## src/rtl/mag_pkg.sv

```systemverilog
// Shared types and constants for the round-robin magnitude scheduler.
// Provides the round-robin winner search used by the arbiter.
package mag_pkg;

  typedef enum logic [1:0] {
    IDLE   = 2'd0,
    SQUARE = 2'd1,
    ROOT   = 2'd2,
    DONE   = 2'd3
  } state_t;

  localparam int OPW   = 8;
  localparam int SUMW  = 17;
  localparam int ROOTW = 9;

  // First set bit of valid at or after ptr+1, wrapping modulo n; ptr if none set.
  function automatic logic [2:0] rr_pick(input logic [7:0] valid,
                                         input logic [2:0] ptr,
                                         input int         n);
    logic [2:0] pick;
    int         idx;
    pick = ptr;
    for (int k = n; k >= 1; k--) begin
      idx = (int'(ptr) + k) % n;
      if (valid[3'(idx)]) pick = 3'(idx);
    end
    return pick;
  endfunction

endpackage

```

## src/rtl/mag_sched_if.sv

```systemverilog
// Request/response bundle between the requesters and the magnitude scheduler.
interface mag_sched_if #(
  parameter int N   = 4,
  parameter int IDW = 2
);
  import mag_pkg::*;

  logic [N-1:0]     req_valid;
  logic [N-1:0]     req_ready;
  logic [OPW*N-1:0] req_x;
  logic [OPW*N-1:0] req_y;
  logic             rsp_valid;
  logic             rsp_ready;
  logic [ROOTW-1:0] rsp_mag;
  logic [IDW-1:0]   rsp_id;

  modport master (
    output req_valid, req_x, req_y, rsp_ready,
    input  req_ready, rsp_valid, rsp_mag, rsp_id
  );

  modport slave (
    input  req_valid, req_x, req_y, rsp_ready,
    output req_ready, rsp_valid, rsp_mag, rsp_id
  );

endinterface

```

## src/rtl/mag_isqrt_core.sv

```systemverilog
// Bit-serial restoring integer square root: latches a 17-bit radicand on start,
// resolves one root bit per cycle MSB first, and pulses done with the 9-bit root.
module mag_isqrt_core
  import mag_pkg::*;
(
  input  logic             clk,
  input  logic             rst_n,
  input  logic             start,
  input  logic [SUMW-1:0]  radicand,
  output logic             done,
  output logic [ROOTW-1:0] root
);

  localparam int RADW = 2 * ROOTW;
  localparam int REMW = ROOTW + 1;

  logic             run;
  logic [3:0]       cnt;
  logic [RADW-1:0]  rad;
  logic [REMW-1:0]  rem;
  logic [ROOTW-1:0] root_q;
  logic [REMW+1:0]  rem_sh;
  logic [REMW+1:0]  trial;
  logic             fits;
  logic [REMW-1:0]  rem_nx;

  // Remainder never exceeds 2*root, so REMW bits hold it between steps.
  assign rem_sh = {rem, rad[RADW-1 -: 2]};
  assign trial  = {1'b0, root_q, 2'b01};
  assign fits   = (rem_sh >= trial);
  assign rem_nx = fits ? REMW'(rem_sh - trial) : rem_sh[REMW-1:0];
  assign root   = root_q;

  always_ff @(posedge clk or negedge rst_n) begin
    if (!rst_n) begin
      run  <= 1'b0;
      cnt  <= '0;
      done <= 1'b0;
    end else begin
      done <= run && (cnt == 4'd0);
      if (start) begin
        run <= 1'b1;
        cnt <= 4'(ROOTW - 1);
      end else if (run) begin
        if (cnt == 4'd0) run <= 1'b0;
        else             cnt <= cnt - 4'd1;
      end
    end
  end

  always_ff @(posedge clk) begin
    if (start) begin
      rad    <= RADW'(radicand);
      rem    <= '0;
      root_q <= '0;
    end else if (run) begin
      rad    <= {rad[RADW-3:0], 2'b00};
      rem    <= rem_nx;
      root_q <= {root_q[ROOTW-2:0], fits};
    end
  end

endmodule

```

## src/rtl/mag_sched.sv

```systemverilog
// Round-robin front end sharing one iterative magnitude engine among N requesters:
// arbitration, operand capture, sequencing and the response handshake.
module mag_sched
  import mag_pkg::*;
#(
  parameter int N   = 4,
  parameter int IDW = 2
) (
  input  logic       clk,
  input  logic       rst_n,
  mag_sched_if.slave bus,
  output logic       busy
);

  state_t           state;
  state_t           state_nx;
  logic [IDW-1:0]   ptr;
  logic [IDW-1:0]   win;
  logic [IDW-1:0]   id_cap;
  logic [OPW-1:0]   x_sel;
  logic [OPW-1:0]   y_sel;
  logic [OPW-1:0]   x_cap;
  logic [OPW-1:0]   y_cap;
  logic [SUMW-1:0]  sum;
  logic             any_valid;
  logic             accept;
  logic             core_start;
  logic             core_done;
  logic [ROOTW-1:0] core_root;
  logic [ROOTW-1:0] mag_q;
  logic [IDW-1:0]   rsp_id_q;

  assign any_valid = |bus.req_valid;
  assign win       = IDW'(rr_pick(8'(bus.req_valid), 3'(ptr), N));
  assign accept    = |(bus.req_valid & bus.req_ready);

  // Grant is only offered in IDLE and never while reset is held.
  always_comb begin
    bus.req_ready = '0;
    if (state == IDLE && rst_n && any_valid) bus.req_ready[win] = 1'b1;
  end

  always_comb begin
    x_sel = '0;
    y_sel = '0;
    for (int i = 0; i < N; i++) begin
      if (IDW'(i) == win) begin
        x_sel = bus.req_x[i*OPW +: OPW];
        y_sel = bus.req_y[i*OPW +: OPW];
      end
    end
  end

  always_comb begin
    state_nx = state;
    case (state)
      IDLE:    if (accept) state_nx = SQUARE;
      SQUARE:  state_nx = ROOT;
      ROOT:    if (core_done) state_nx = DONE;
      DONE:    if (bus.rsp_ready) state_nx = IDLE;
      default: state_nx = IDLE;
    endcase
  end

  always_ff @(posedge clk or negedge rst_n) begin
    if (!rst_n) begin
      state    <= IDLE;
      ptr      <= IDW'(N - 1);
      mag_q    <= '0;
      rsp_id_q <= '0;
    end else begin
      state <= state_nx;
      if (accept) ptr <= win;
      if (state == ROOT && core_done) begin
        mag_q    <= core_root;
        rsp_id_q <= id_cap;
      end
    end
  end

  always_ff @(posedge clk) begin
    if (accept) begin
      x_cap  <= x_sel;
      y_cap  <= y_sel;
      id_cap <= win;
    end
  end

  // SQUARE cycle: full-width sum of squares handed to the root engine.
  assign sum        = SUMW'(x_cap) * SUMW'(x_cap) + SUMW'(y_cap) * SUMW'(y_cap);
  assign core_start = (state == SQUARE);

  mag_isqrt_core u_core (
    .clk      (clk),
    .rst_n    (rst_n),
    .start    (core_start),
    .radicand (sum),
    .done     (core_done),
    .root     (core_root)
  );

  assign bus.rsp_valid = (state == DONE);
  assign bus.rsp_mag   = mag_q;
  assign bus.rsp_id    = rsp_id_q;
  assign busy          = (state != IDLE);

endmodule

```

## src/flat_wrapper.sv

```systemverilog
// flat-port wrapper written by rule: the top's interface ports become plain ports
module mag_sched_flat import mag_pkg::*;
#(
  parameter int N   = 4,
  parameter int IDW = 2
)
  (clk, rst_n, busy, bus_req_valid, bus_req_x, bus_req_y, bus_rsp_ready, bus_req_ready, bus_rsp_valid, bus_rsp_mag, bus_rsp_id);
  mag_sched_if #(.N(N), .IDW(IDW)) bus_i ();
  input  logic clk;
  input  logic rst_n;
  output logic busy;
  input wire logic [$bits(bus_i.req_valid)-1:0] bus_req_valid;
  input wire logic [$bits(bus_i.req_x)-1:0] bus_req_x;
  input wire logic [$bits(bus_i.req_y)-1:0] bus_req_y;
  input wire logic [$bits(bus_i.rsp_ready)-1:0] bus_rsp_ready;
  output wire logic [$bits(bus_i.req_ready)-1:0] bus_req_ready;
  output wire logic [$bits(bus_i.rsp_valid)-1:0] bus_rsp_valid;
  output wire logic [$bits(bus_i.rsp_mag)-1:0] bus_rsp_mag;
  output wire logic [$bits(bus_i.rsp_id)-1:0] bus_rsp_id;
  assign bus_i.req_valid = bus_req_valid;
  assign bus_i.req_x = bus_req_x;
  assign bus_i.req_y = bus_req_y;
  assign bus_i.rsp_ready = bus_rsp_ready;
  assign bus_req_ready = bus_i.req_ready;
  assign bus_rsp_valid = bus_i.rsp_valid;
  assign bus_rsp_mag = bus_i.rsp_mag;
  assign bus_rsp_id = bus_i.rsp_id;
  mag_sched #(.N(N), .IDW(IDW)) u_core (.clk(clk), .rst_n(rst_n), .bus(bus_i), .busy(busy));
endmodule
```

## config.mk

```make
export PLATFORM = sky130hd
export DESIGN_NAME = mag_sched_flat
export DESIGN_NICKNAME = d
export VERILOG_FILES = /design/src/rtl/mag_pkg.sv /design/src/rtl/mag_sched_if.sv /design/src/rtl/mag_isqrt_core.sv /design/src/rtl/mag_sched.sv /design/src/flat_wrapper.sv
export SDC_FILE = /design/constraint.sdc
export NUM_CORES = 1
export LEC_CHECK = 0
export ABC_AREA = 1
export CORE_ASPECT_RATIO = 0.8
export CORE_MARGIN = 2
export CORE_UTILIZATION = 54
export CTS_CLUSTER_DIAMETER = 100
export DETAILED_ROUTE_END_ITERATION = 8
export GPL_TIMING_DRIVEN = 1
export HOLD_SLACK_MARGIN = 0.02
export PLACE_DENSITY = 0.86
export SYNTH_ARGS = -nofsm -noshare
export SYNTH_HDL_FRONTEND = slang
export SYNTH_SLANG_ARGS = --single-unit
export TNS_END_PERCENT = 20
```

## constraint.sdc

```tcl
create_clock -name clk -period 13.8 [get_ports clk]
set_input_delay 3.45 -clock clk [delete_from_list [all_inputs] [get_ports clk]]
set_output_delay 3.45 -clock clk [all_outputs]
set_load 0.02 [all_outputs]
```

==> flow_summary.json <==
{
  "status": "finished clean",
  "hold-worst-slack_ns": 0.4645,
  "drv_slew": 0,
  "syn_nets": 1237,
  "min_period_ns": 9.111,
  "ios": 88,
  "cts_tree": "yes",
  "num_antenna_cells": 0,
  "relSlewSlack_pct": 43.59,
  "syn2layout_area_growth_pct": 15.92,
  "clk_pin_slew_ns": 0.07,
  "drtIter0Drc": 445,
  "worstMarginPinSlew_ns": 0.8409,
  "ant_nets": 0,
  "worstSetupStartpointType": "input pin",
  "hold_depth": 2,
  "tns_ns": 0,
  "fmax_mhz": 109.8,
  "yosysMostFrequentCell": "nand2_1",
  "synth-seq-cells": 76,
  "postCtsSetupBuffers": 0,
  "post-route-period-util_pct": 66.02,
  "drc": 0,
  "ys_seq_area_share_pct": 25.20,
  "holdPathEnd": "u_core.u_core.rad[17]",
  "dr.pass1.iters": 6,
  "reg2reg_depth": 19,
  "hold_viol_final": 0,
  "fillCellCount": 1171,
  "reg2reg_slack_ns": 8.14,
  "clockBufferDepth": 2,
  "synth_commonest_cells": "nand2_1 (300), inv_1 (206), fa_1 (76), ha_1 (75), nand3_1 (57)",
  "synth_top_area_cell": "fa_1",
  "synth_top_area_share_pct": 19.37,
  "gr-usage-all-layers_pct": 23.92,
  "cts_max_level": 3,
  "cp_data_arrival_time_ns": 5.66,
  "nets": 1304,
  "gr-total-overflow": 0,
  "syn-cell-area_sq_um": 7854,
  "post-route-util_pct": 63.89,
  "r2r_end": "u_core.u_core.rad[13]",
  "stdcell_count": 1271,
  "avgSynthCellArea_sq_um": 7.738,
  "rr_startpoint": "u_core.y_cap[1]",
  "cts_num_sinks": 76,
  "start_util_pct": 55.12,
  "fp.dieH_microns": 111.9,
  "grt_pass1_wl_mm": 30.50,
  "io_buffers": 87,
  "die-area_sq_um": 15530,
  "hold_buffers": 0,
  "wl_per_cell_microns": 14.00,
  "drive_above_1_share_pct": 3.496,
  "worstPathMaxFanout": 21,
  "maxCapViolations": 0,
  "cts-resized-gates": 0,
  "multi_input_area_sq_um": 4908,
  "cts.root.buffer_cell": "clkbuf_16",
  "coreArea_sq_um": 14250,
  "die_w_microns": 138.8,
  "worst_setup_path_end_kind": "primary output",
  "synth_ff_type": "edfxtp_1",
  "synth_edf_count": 35,
  "vias_per_cell": 5.213,
  "insertion_delay_ns": 0.34,
  "async_reset_ff_share_pct": 27.63,
  "hpwl_mm": 13.97,
  "grt_pass1_vias": 6667,
  "criticalPathCategory": "in -> out",
  "seq_area_sq_um": 1979,
  "place_congestion": 0.9160,
  "vias": 6626,
  "synth_area_leaders": "fa_1 (19%), nand2_1 (14%), edfxtp_1 (13%)",
  "rsz0062_at_grt": "no",
  "totalWireLength_mm": 17.79,
  "worstPathRequired_ns": 10.35,
  "cts_buffers": 9,
  "yosysUniqueCellTypes": 42,
  "antenna_found_initial": 0,
  "min_from": "u_core.u_core.rad[15]",
  "num_rows": 39,
  "setup_violations": 0,
  "grt_max_degree": 27,
  "yosys_warnings": 0,
  "skew_ns": 0.01261,
  "hp-class": "reg -> reg",
  "cp-startpoint": "bus_req_valid[1]",
  "synthCells": 1015,
  "dp.cells": 1255
}
[how the worst max path moves through the flow]
stage | end | slack [ns] | cells past startpoint
floorplan | bus_req_ready[0] | 5.76 | 10
global placement | bus_req_ready[0] | 4.76 | 10
detailed placement | bus_req_ready[0] | 4.72 | 10
CTS | bus_req_ready[0] | 4.70 | 10
global route | bus_req_ready[0] | 4.57 | 11
finish | bus_req_ready[0] | 4.69 | 10
[worst max-delay path: stages]
cell and delay (ns):
clkdlybuf4s50_1 0.50, nand2_1 0.08, nand2_1 0.11, nand2_2 0.09, nand2_1 0.09, inv_2 0.04
nand3_1 0.10, nand2_2 0.26, nor3_1 0.29, clkdlybuf4s50_1 0.65
[sequential cells by signal, summed over array words and instances (netlist names)]
register	count
u_core.u_core.rem	10
u_core.u_core.done	1
u_core.ptr	2
u_core.bus.rsp_mag	9
u_core.u_core.cnt	4
u_core.y_cap	8
u_core.state	2
u_core.x_cap	8
u_core.u_core.rad	18
u_core.id_cap	2
u_core.bus.rsp_id	2
u_core.u_core.run	1
u_core.u_core.root	9
[cells in the final DEF, fill, tap and decap left out, types with 20 or more instances in the layout]
master / n
a21oi_1: 20
inv_1: 206
o21ai_0: 38
clkdlybuf4s50_1: 87
nand3_1: 57
dfxtp_1: 20
nand2_1: 300
nor2_1: 48
edfxtp_1: 35
fa_1: 76
ha_1: 75
[stage by stage]
step                      instance area, sq um  setup slack [ns]
after CTS                                 9104             4.696
final                                     9104             4.689
after detailed placement                  8796             4.716
after global routing                      9104             4.570
after global placement                    8796             4.765
after floorplan                           7854             5.758
[kinds of logic (layout without fill, tap and decap cells)]
| logic type | Yosys count | after routing | share of synthesized area, % |
|---|---|---|---|
| and+or+nand+nor | 439 | 439 | 23.04 |
| DFF | 76 | 76 | 25.20 |
| adders and majority gates | 151 | 151 | 31.32 |
| muxes | 2 | 2 | 0.2867 |
| xor gates and xnor gates | 15 | 15 | 1.673 |
| AOI/OAI and AO/OA | 88 | 88 | 6.182 |
| buffers and inverters | 244 | 316 | 12.30 |
[per-layer routing]
metal  vias up  GRT usage [%]  wire length [microns]
met1      3103          31.92                   7709
met3        45          4.946                   1286
met2       229          39.05                   8295
li1       3249              -                      -
met5         -              0                      0
met4         0          8.620                    503
[area by class of cell]
cell class | count | area share [%]
clock inverters | 6 | 0.6322
clock buffers | 10 | 2.749
inverters | 211 | 8.700
flip-flops and latches | 76 | 21.74
repair buffers | 89 | 9.731
multi-input cells | 695 | 53.92
well taps | 184 | 2.529
Power is not shown: default switching activity piles up to over one toggle a cycle in this logic, so the estimate is an artifact.
